## config.mk

```make
export PLATFORM = sky130hd
export DESIGN_NAME = exunit_mul_pipe
export DESIGN_NICKNAME = d
export VERILOG_FILES = /design/src/rtl/exunit_mul_pipe_pkg.sv /design/src/rtl/exunit_mul_pipe_mul_signed_core.sv /design/src/rtl/exunit_mul_pipe.sv
export SDC_FILE = /design/constraint.sdc
export NUM_CORES = 2
export LEC_CHECK = 0
export BUFFER_PORTS_ARGS = -buffer_cell sky130_fd_sc_hd__buf_2
export CAP_MARGIN = 5
export CORE_MARGIN = 5
export CORE_UTILIZATION = 35
export CTS_BUF_LIST = sky130_fd_sc_hd__clkbuf_4
export CTS_CLUSTER_DIAMETER = 80
export DETAILED_ROUTE_END_ITERATION = 8
export PLACE_DENSITY_LB_ADDON = 0.25
export SLEW_MARGIN = 20
export SYNTH_ARGS = -nofsm -noshare
export SYNTH_HDL_FRONTEND = slang
export SYNTH_HIERARCHICAL = 1
export SYNTH_SLANG_ARGS = --single-unit
```

## constraint.sdc

```tcl
create_clock -name clk -period 10.85 [get_ports clk]
set_input_delay 2.17 -clock clk [delete_from_list [all_inputs] [get_ports clk]]
set_output_delay 2.17 -clock clk [all_outputs]
set_load 0.01 [all_outputs]
```

## src/rtl/exunit_mul_pipe_pkg.sv

```systemverilog
// Shared constants, pipeline entry layout and speculation helper for the
// pipelined multiply execution unit.
package exunit_mul_pipe_pkg;

    localparam int MUL_DATA_LEN    = 32;
    localparam int MUL_RRF_TAG_LEN = 6;
    localparam int MUL_SPECTAG_LEN = 5;
    localparam int MUL_STAGES_DEF  = 4;

    // Product is stored already lo/hi selected so writeback is a plain mux.
    typedef struct packed {
        logic                       valid;
        logic [MUL_DATA_LEN-1:0]    product;
        logic                       dstval;
        logic [MUL_RRF_TAG_LEN-1:0] rrftag;
        logic                       specbit;
        logic [MUL_SPECTAG_LEN-1:0] spectag;
        logic                       zero;
    } mul_entry_t;

    function automatic logic tag_hit(input logic [MUL_SPECTAG_LEN-1:0] tag,
                                     input logic [MUL_SPECTAG_LEN-1:0] fix);
        return |(tag & fix);
    endfunction

endpackage

```

## src/rtl/exunit_mul_pipe_mul_signed_core.sv

```systemverilog
// Combinational DATA_LEN x DATA_LEN multiplier with per-operand signedness
// and selection of the low or high half of the double-width product.
module mul_signed_core
    import exunit_mul_pipe_pkg::*;
#(
    parameter int DATA_LEN = MUL_DATA_LEN
) (
    input  logic [DATA_LEN-1:0] src1,
    input  logic [DATA_LEN-1:0] src2,
    input  logic                src1_signed,
    input  logic                src2_signed,
    input  logic                sel_hi,
    output logic [DATA_LEN-1:0] product
);

    logic [2*DATA_LEN-1:0] ext1;
    logic [2*DATA_LEN-1:0] ext2;
    logic [2*DATA_LEN-1:0] full;

    // Extending both operands to double width makes one truncated multiply
    // cover MUL, MULH, MULHSU and MULHU.
    always_comb begin
        ext1    = {{DATA_LEN{src1_signed & src1[DATA_LEN-1]}}, src1};
        ext2    = {{DATA_LEN{src2_signed & src2[DATA_LEN-1]}}, src2};
        full    = ext1 * ext2;
        product = sel_hi ? full[2*DATA_LEN-1:DATA_LEN] : full[DATA_LEN-1:0];
    end

endmodule

```

## src/rtl/exunit_mul_pipe.sv

```systemverilog
// Fully pipelined multiply execution unit: per-entry squash/clear on branch
// resolution, optional zero-operand early-out, and an occupancy counter.
module exunit_mul_pipe
    import exunit_mul_pipe_pkg::*;
#(
    parameter int DATA_LEN    = MUL_DATA_LEN,
    parameter int RRF_TAG_LEN = MUL_RRF_TAG_LEN,
    parameter int SPECTAG_LEN = MUL_SPECTAG_LEN,
    parameter int MUL_STAGES  = MUL_STAGES_DEF,
    parameter int EARLY_OUT   = 1
) (
    input  logic                   clk,
    input  logic                   reset,
    input  logic                   issue,
    input  logic [DATA_LEN-1:0]    ex_src1,
    input  logic [DATA_LEN-1:0]    ex_src2,
    input  logic                   src1_signed,
    input  logic                   src2_signed,
    input  logic                   sel_lohi,
    input  logic                   dstval,
    input  logic [RRF_TAG_LEN-1:0] rrftag,
    input  logic                   specbit,
    input  logic [SPECTAG_LEN-1:0] spectag,
    input  logic                   prmiss,
    input  logic                   prsuccess,
    input  logic [SPECTAG_LEN-1:0] spectagfix,
    output logic [DATA_LEN-1:0]    result,
    output logic [RRF_TAG_LEN-1:0] wb_rrftag,
    output logic                   rob_we,
    output logic                   rrf_we,
    output logic [2:0]             inflight
);

    mul_entry_t            pipe_q [1:MUL_STAGES];
    mul_entry_t            pipe_d [1:MUL_STAGES];
    mul_entry_t            issue_entry;
    mul_entry_t            wb_entry;
    logic [DATA_LEN-1:0]   issue_product;
    logic [2:0]            inflight_q;
    logic [2:0]            inflight_d;
    logic                  tail_wb;
    logic                  early_wb;

    function automatic logic killed(input mul_entry_t e, input logic miss,
                                    input logic [SPECTAG_LEN-1:0] fix);
        return miss && e.specbit && tag_hit(e.spectag, fix);
    endfunction

    // A mispredict outranks a simultaneous correct-prediction pulse.
    function automatic mul_entry_t resolve(input mul_entry_t e, input logic miss,
                                           input logic succ,
                                           input logic [SPECTAG_LEN-1:0] fix);
        mul_entry_t r;
        r = e;
        if (killed(e, miss, fix)) begin
            r.valid = 1'b0;
        end else if (succ && tag_hit(e.spectag, fix)) begin
            r.specbit = 1'b0;
        end
        return r;
    endfunction

    mul_signed_core #(
        .DATA_LEN(DATA_LEN)
    ) u_core (
        .src1       (ex_src1),
        .src2       (ex_src2),
        .src1_signed(src1_signed),
        .src2_signed(src2_signed),
        .sel_hi     (sel_lohi),
        .product    (issue_product)
    );

    always_comb begin
        issue_entry         = '0;
        issue_entry.valid   = issue;
        issue_entry.product = issue_product;
        issue_entry.dstval  = dstval;
        issue_entry.rrftag  = rrftag;
        issue_entry.specbit = specbit;
        issue_entry.spectag = spectag;
        issue_entry.zero    = (ex_src1 == '0) || (ex_src2 == '0);
    end

    // The tail always wins; a zero-operand head only uses an idle slot.
    always_comb begin
        tail_wb   = pipe_q[MUL_STAGES].valid && !killed(pipe_q[MUL_STAGES], prmiss, spectagfix);
        early_wb  = (EARLY_OUT != 0) && !tail_wb && pipe_q[1].valid && pipe_q[1].zero &&
                    !killed(pipe_q[1], prmiss, spectagfix);
        wb_entry  = tail_wb ? pipe_q[MUL_STAGES] : pipe_q[1];
        rob_we    = tail_wb || early_wb;
        rrf_we    = rob_we && wb_entry.dstval;
        result    = rob_we ? wb_entry.product : '0;
        wb_rrftag = rob_we ? wb_entry.rrftag : '0;
    end

    always_comb begin
        pipe_d[1] = resolve(issue_entry, prmiss, prsuccess, spectagfix);
        for (int k = 2; k <= MUL_STAGES; k++) begin
            pipe_d[k] = resolve(pipe_q[k-1], prmiss, prsuccess, spectagfix);
        end
        if (early_wb) begin
            pipe_d[2].valid = 1'b0;
        end
        inflight_d = '0;
        for (int k = 1; k <= MUL_STAGES; k++) begin
            inflight_d = inflight_d + {2'b00, pipe_d[k].valid};
        end
    end

    always_ff @(posedge clk) begin
        if (reset) begin
            for (int k = 1; k <= MUL_STAGES; k++) begin
                pipe_q[k] <= '0;
            end
            inflight_q <= '0;
        end else begin
            for (int k = 1; k <= MUL_STAGES; k++) begin
                pipe_q[k] <= pipe_d[k];
            end
            inflight_q <= inflight_d;
        end
    end

    assign inflight = inflight_q;

endmodule
```

==> metrics.txt <==
Max Fclk=100 MHz; antenna viol nets, final=0; Die Ht=366 µm; CP Class=primary input to register; RSZ-0062 raised after global routing=false; Critical R2R Capture=inflight[1]; GP Congestion=0.891; fin crit period=9.97 ns; endpoint type of the worst setup path=register; CP Launch Point=ex_src2[3]; Resized cells post-CTS=0; worst min-delay path class=register to register; clock sinks=188; Hold EP=pipe_q[0][107]; placed cell area=46700 µm²; Post-Syn Instances=4792; die area=134000 µm²; DRC viols=0; via-per-instance ratio=4.80; layout cells sized above 1=0.0687; area of all placed cells without fillers=47000 µm²; io pins=133; # hold bufs at CTS=0; maxcap violations=0; Hold Path Stages=1; vias in the first global route=34400; Mapped Area=44300 µm²; final net count=6209; sequential element share of the synthesized area=0.0850; Post-synth EDFFs=0; final setup vio count=0; Ys Warns=6; largest net degree at the start of global routing=103; input/output buffers=132; Required @ worst endpoint=11.28 ns; Mean Syn Cell Area=9.23 µm²; WHS=0.426 ns; Startpoint Class=primary input; final slew viol count=0; grt total ovfl=0; gr usage total=0.201; DRT Pass-1 Iters=5; Finished Layout Cells=6447; reg2reg start=pipe_q[0][50]; row cnt=130; hold wc startpoint=pipe_q[0][60]; Post-Route WL=131000 µm; aggregate negative setup slack=0 ns; TritonCTS clock tree=built; post-synth top area share=0.509; die width=366 µm; R2R cell count=8; H-tree depth=4; first-pass GRT wire length=206000 µm; Synth area leader=fa_1; ranking of synthesized cells by area=fa_1 51%, inv_1 9.8%, dfxtp_1 8.5%; placed cell count=6410; Yosys reg bits=188; DR WL/cell=20.4 µm; Setup Skew=0.0264 ns; fin crit share=0.919; Fin. Hold Viols=0; Area Growth Syn to Fin=6.21%; Largest stage delay, worst path=0.64 ns; Main synth FF type=dfxtp_1; ys async rst share=0; Buf/Inv on CP=5; post-DP HPWL=106000 µm; Clock Pin Slew Worst Setup and Hold Paths=0.17 ns; CP Max Fanout=15; Max-slew headroom=0.356; Slew @ Worst Pin=0.966 ns; CTS Buffer Depth=2; Setup Buffers After CTS=0; Skew-Pair Late Insertion Delay=0.58 ns; synth unique cells=71; Initial Util=0.352; R2R setup slack=8.45 ns; clock root buffer=clkbuf_4; status=finished, final reports clean; CP dominant cell by count=fa_1; total CTS buffers=17; Worst Path Arrival=10.41 ns; Starting DRT DRC Count=2021; CP max-delay cell=o311ai_0; syn nets=6222; Core ar.=126000 µm²; Vias=31000; crit-path leading delay family=adder cells; initial antenna violation count=7
## cell usage in the layout, fill, tap and decap left out, types with 27 or more instances in the layout
master      n
inv_1    1152
fa_1     1126
nand2_1   786
and2_1    361
ha_1      214
dfxtp_1   188
nor2b_1   145
buf_2     131
nor2_1    107
buf_4      84
a21oi_1    77
o21ai_0    54
xnor2_1    45
o31ai_2    36
a21o_1     31
and3_1     27
xor2_1     27
## Yosys cell counts, types with 5 or more instances
library cell,n
fa_1,1126
or3_1,5
a31oi_1,5
nand2_1,786
o31ai_2,36
a211oi_1,6
and3_1,27
and2_1,361
a21o_1,31
nor2_1,107
nand3_1,14
ha_1,214
xor2_1,27
clkbuf_1,233
a21oi_1,77
nand4_1,9
o21bai_1,8
mux2_2,5
nor2b_1,145
a222oi_1,5
a31o_2,5
dfxtp_1,188
xnor2_1,45
o211ai_1,5
o21ai_0,54
nor4_1,17
buf_2,7
inv_1,1152
or2_2,11
## layer usage
layer  share of wire  vias to the layer above  routed length (µm)  track usage
met4           0.025                        4                3260       0.0480
met1            0.45                    16000               59700        0.284
li1                -                    13700                   -            -
met3           0.070                      174                9160       0.0388
met5         0.00016                        -                  21            0
met2            0.45                     1041               59100        0.322
## how the worst max path moves through the flow
stage,cells past startpoint,slack [ns],to
after floorplan,31,0.94,pipe_q[0][43]
after global placement,26,0.29,pipe_q[0][26]
after detailed placement,26,0.31,pipe_q[0][26]
after CTS,26,0.93,pipe_q[0][26]
after global routing,26,0.45,pipe_q[0][26]
final,26,0.88,pipe_q[0][26]
## per-stage QoR
stage / setup WS (ns) / util
6_report: 0.875 / 0.374
5_1_grt: 0.446 / 0.374
4_1_cts: 0.935 / 0.374
3_5_place_dp: 0.307 / 0.372
3_3_place_gp: 0.294 / 0.372
2_1_floorplan: 0.938 / -
## flip-flops by register name, indices dropped and copies added (netlist names)
name,flops
pipe_q,185
inflight,3
## logic make-up after synthesis
family	share of synthesized area
xor+xnor	0.0143
compound gates	0.0465
fa+ha+maj	0.570
simple gates	0.162
buf+inv	0.121
mux	0.00172
flops	0.0850
## cell type report
cell class / instances / area, µm²
Clock buffer: 18 / 135
Sequential cell: 188 / 3760
Clock inverter: 14 / 160
Inverter: 1153 / 4330
Timing Repair Buffer: 220 / 1380
Multi-Input combinational cell: 3199 / 35200
Antenna cell: 5 / 12.5
Tap cell: 1650 / 2060
Fill cell: 13000 / 78600
Power is not shown: default switching activity piles up to over one toggle a cycle in this logic, so the estimate is an artifact.
